===== config.mk =====
export PLATFORM = sky130hd
export DESIGN_NAME = updown_counter_core
export DESIGN_NICKNAME = d
export VERILOG_FILES = /design/src/rtl/updown_counter_core.sv
export SDC_FILE = /design/constraint.sdc
export NUM_CORES = 1
export LEC_CHECK = 0
export BUFFER_PORTS_ARGS = -buffer_cell sky130_fd_sc_hd__buf_2
export CORE_MARGIN = 2
export CORE_UTILIZATION = 40
export DETAILED_ROUTE_END_ITERATION = 16
export PLACE_DENSITY = 0.71
export SYNTH_ARGS = -nofsm -noshare
export SYNTH_HDL_FRONTEND = slang
export SYNTH_SLANG_ARGS = --single-unit

===== constraint.sdc =====
create_clock -name CLK -period 3.4 [get_ports CLK]
set_input_delay 0.17 -clock CLK [delete_from_list [all_inputs] [get_ports CLK]]
set_output_delay 0.17 -clock CLK [all_outputs]
set_load 0.03 [all_outputs]

===== src/rtl/updown_counter_core.sv =====
// Loadable up/down counter with valid/ready load port, wrap or saturate
// limits, and registered terminal-count / load-error pulses.
module updown_counter_core #(
  parameter int BIT_WIDTH  = 4,
  parameter int LOAD_WIDTH = 8,
  parameter bit SATURATE   = 1'b0
) (
  input  logic                  CLK,
  input  logic                  reset,
  input  logic                  en,
  input  logic                  chnge,
  input  logic [LOAD_WIDTH-1:0] load,
  input  logic                  load_valid,
  output logic                  load_ready,
  output logic [BIT_WIDTH-1:0]  count,
  output logic                  tc,
  output logic                  load_err,
  output logic [1:0]            state
);

  typedef enum logic [1:0] {
    S_IDLE  = 2'd0,
    S_LOAD  = 2'd1,
    S_COUNT = 2'd2,
    S_HOLD  = 2'd3
  } state_t;

  localparam logic [BIT_WIDTH-1:0]  MAX    = '1;
  localparam logic [LOAD_WIDTH-1:0] MAX_LD = LOAD_WIDTH'(MAX);

  state_t               r_state;
  state_t               w_state_nxt;
  logic [BIT_WIDTH-1:0] r_count;
  logic [BIT_WIDTH-1:0] w_count_nxt;
  logic                 r_tc;
  logic                 w_tc_nxt;
  logic                 r_err;
  logic                 w_err_nxt;
  logic                 r_ready;

  logic                 w_accept;
  logic [BIT_WIDTH-1:0] w_lim;
  logic                 w_at_lim;
  logic [BIT_WIDTH-1:0] w_step;

  assign w_accept = load_valid & r_ready;
  assign w_lim    = chnge ? MAX : '0;
  assign w_at_lim = (r_count == w_lim);
  assign w_step   = chnge ? r_count + BIT_WIDTH'(1)
                          : r_count - BIT_WIDTH'(1);

  always_comb begin
    w_state_nxt = r_state;
    w_count_nxt = r_count;
    w_tc_nxt    = 1'b0;
    w_err_nxt   = 1'b0;
    if (w_accept) begin
      w_state_nxt = S_LOAD;
      w_count_nxt = load[BIT_WIDTH-1:0];
      w_err_nxt   = (load > MAX_LD);
    end else begin
      unique case (r_state)
        S_IDLE, S_HOLD: begin
          if (en) w_state_nxt = S_COUNT;
        end
        S_LOAD: begin
          w_state_nxt = en ? S_COUNT : S_HOLD;
        end
        S_COUNT: begin
          if (!en) begin
            w_state_nxt = S_HOLD;
          end else if (!(SATURATE && w_at_lim)) begin
            w_count_nxt = w_step;
            // wrap: pulse on leaving the limit; saturate: on arriving
            w_tc_nxt    = SATURATE ? (w_step == w_lim) : w_at_lim;
          end
        end
        default: ;
      endcase
    end
  end

  always_ff @(posedge CLK or posedge reset) begin
    if (reset) begin
      r_state <= S_IDLE;
      r_count <= '0;
      r_tc    <= 1'b0;
      r_err   <= 1'b0;
      r_ready <= 1'b0;
    end else begin
      r_state <= w_state_nxt;
      r_count <= w_count_nxt;
      r_tc    <= w_tc_nxt;
      r_err   <= w_err_nxt;
      r_ready <= (w_state_nxt != S_LOAD);
    end
  end

  assign state      = r_state;
  assign count      = r_count;
  assign tc         = r_tc;
  assign load_err   = r_err;
  assign load_ready = r_ready;

endmodule


==> impl_metrics.json <==
{
  "r2r_end": "count[3]",
  "power_leakage_nw": 0.367,
  "endpoint": "count[3]",
  "holdCritPathClass": "in2reg",
  "yosys.area_share.simple_pct": 20.3,
  "core_area_um2": 1330,
  "synth_fa_ha_area_share_pct": 12.0,
  "gp_congestion": 0.800,
  "drt-initial-drc-count": 4,
  "antenna_cells": 0,
  "io_pins": 22,
  "post-route-drc-count": 0,
  "rows": 13,
  "path_clk_slew_ns": 0.07,
  "ir_drop_uv": 383,
  "drive_above_1_share_pct": 31.4,
  "slew_violations": 0,
  "nets": 105,
  "worst-r2r-cell-count": 5,
  "rrSetupSlack_ns": 1.85,
  "syn_inst": 61,
  "vias_per_cell": 5.13,
  "syn_nets": 79,
  "path_class": "reg2reg",
  "cts-root-buf": "clkbuf_4",
  "grt_overflow": 0,
  "finalHoldViolCount": 0,
  "synth_xor_area_share_pct": 3.00,
  "cp.required_ns": 3.60,
  "cap_violations": 0,
  "clockBufferDepth": 2,
  "cts_buffers": 3,
  "ant_nets": 0,
  "cts_resized": 0,
  "skew_ns": 0.00262,
  "yosysSeqAreaShare_pct": 38.5,
  "whs_ns": 0.111,
  "relSlewSlack_pct": 67.9,
  "vias": 518,
  "grt_first_pass_wirelength_um": 1990,
  "startpoint": "count[1]",
  "fmax_mhz": 645,
  "antenna_found_initial": 0,
  "cp_data_arrival_time_ns": 1.75,
  "grtUsageTotal_pct": 14.8,
  "die_area_um2": 1780,
  "cts_htree_levels": 1,
  "grt_pass1_vias": 462,
  "dr.pass1.iters": 3,
  "start_kind": "flop",
  "critical_path.max_fanout": 4,
  "dpl_cell_area_um2": 703,
  "fin_crit_sh_pct": 45.6,
  "yosys_warnings": 0,
  "dr_wl_met2_um": 519,
  "route.met3.wl_um": 54,
  "hpwlAfterDp_um": 878,
  "status": "finished clean",
  "layout_common_cells": "buf_2 (21), dfrtp_1 (9), nand2_1 (8)",
  "finalInstanceArea_um2": 741,
  "mostFrequentLayoutCell": "buf_2",
  "port-buffer-count": 21,
  "grt_max_degree": 14,
  "endpoint_kind": "flop",
  "fp.dieH_um": 42.2,
  "yosys-mux-area-fraction_pct": 3.43,
  "synth_seq_cells": 9,
  "cts_num_sinks": 9,
  "routed.top_layer": "met4",
  "tightest_slew_ns": 0.481,
  "start_util_pct": 43.8,
  "syn_to_final_growth_pct": 26.8,
  "wl_per_cell_um": 11.3,
  "synth_top_family_by_area": "simple AND/OR/NAND/NOR gates",
  "die_w_um": 42.2,
  "period_minus_slack_ns": 1.55,
  "synth_compound_area_share_pct": 18.6,
  "rsz0062_at_grt": "no",
  "dp_slack_ns": 1.83,
  "wl_um": 1150,
  "clk_latency_ns": 0.26,
  "netlist_area_um2": 584,
  "final_core_util_pct": 55.5,
  "syn_area_per_cell_um2": 9.58,
  "fin_ws_ns": 1.85,
  "post_cts_buffers": 0,
  "p_per_area_nw_per_um2": 850,
  "setup_viol": 0,
  "ys_types": 25,
  "timing.setup.tns_ns": 0,
  "wl_met1_um": 551,
  "cts_tree": "done",
  "r2r-start": "count[1]"
}
-- worst min path at each step --
stage	start	end	slack (ns)	cells past startpoint
after CTS	load[0]	count[0]	0.10	3
after floorplan	reset	count[0]	-0.002	1
after global routing	load[0]	count[0]	0.10	3
final	load[0]	count[0]	0.11	3
after detailed placement	reset	load_err	0.15	2
after global placement	reset	load_err	0.15	2
-- cell usage after synthesis (all sizes together) --
cell / n / area, µm²
a211oi: 1 / 7.51
or2b: 1 / 7.51
nor4: 2 / 12.5
dfrtp: 9 / 225
buf: 1 / 5.00
a221oi: 1 / 8.76
a21oi: 4 / 20.0
fa: 1 / 20.0
nand4b: 1 / 8.76
inv: 5 / 18.8
nor2: 4 / 15.0
a2111oi: 2 / 37.5
nor3b: 1 / 7.51
or3: 1 / 11.3
o211ai: 1 / 7.51
mux2i: 2 / 20.0
o21ai: 4 / 20.0
xnor2: 1 / 8.76
nand3: 4 / 20.0
xor2: 1 / 8.76
and2: 1 / 6.26
ha: 4 / 50.1
nand2: 8 / 30.0
a21o: 1 / 7.51
-- kinds of logic after synthesis --
| family | count (synthesis) |
|---|---|
| buffers and inverters | 6 |
| and+or+nand+nor | 23 |
| DFF | 9 |
| adders and majority gates | 5 |
| AOI/OAI and AO/OA | 14 |
| muxes | 2 |
| xor gates and xnor gates | 2 |
-- routing by layer --
| layer | GRT usage, % | vias to the layer above |
|---|---|---|
| met2 | 22.5 | 11 |
| met5 | 0 | - |
| met3 | 2.59 | 2 |
| li1 | - | 273 |
| met1 | 19.2 | 232 |
| met4 | 9.38 | 0 |
-- repair_timing --
item / CTS / global route
endpoints found under the setup margin: 0 / 0
endpoints found under the hold margin: 9 / 0
hold buffers: 1 / 0
-- report_power, final --
part,internal [mW],switching [mW],total (mW)
clock,0.0434,0.0401,0.0835
combinational,0.135,0.216,0.351
sequential,0.147,0.0481,0.195
total,0.326,0.304,0.630
-- final cells by class --
type	instances	area, µm²
Fill cell	130	593
Multi-Input combinational cell	46	335
Sequential cell	9	225
Timing Repair Buffer	22	115
Clock buffer	3	22.5
Inverter	5	18.8
Tap cell	15	18.8
Clock inverter	1	5.00
-- critical path, cell delays in order (launching register included) --
cell and delay [ns]:
dfrtp_1 0.41, ha_1 0.31, a21o_1 0.20, a2111oi_1 0.39
a211oi_1 0.09, nand3_1 0.09
-- state kept, by name, summed over array words and instances, names as in the netlist --
name / count
tc: 1
load_err: 1
load_ready: 1
state: 2
count: 4
-- metrics by stage --
step,total power [mW],instances
after floorplan,0.461,61
after global placement,0.542,96
after detailed placement,0.546,96
after CTS,0.634,101
after global routing,0.682,101
final,0.630,101
Power figures use the tool's default switching activity.
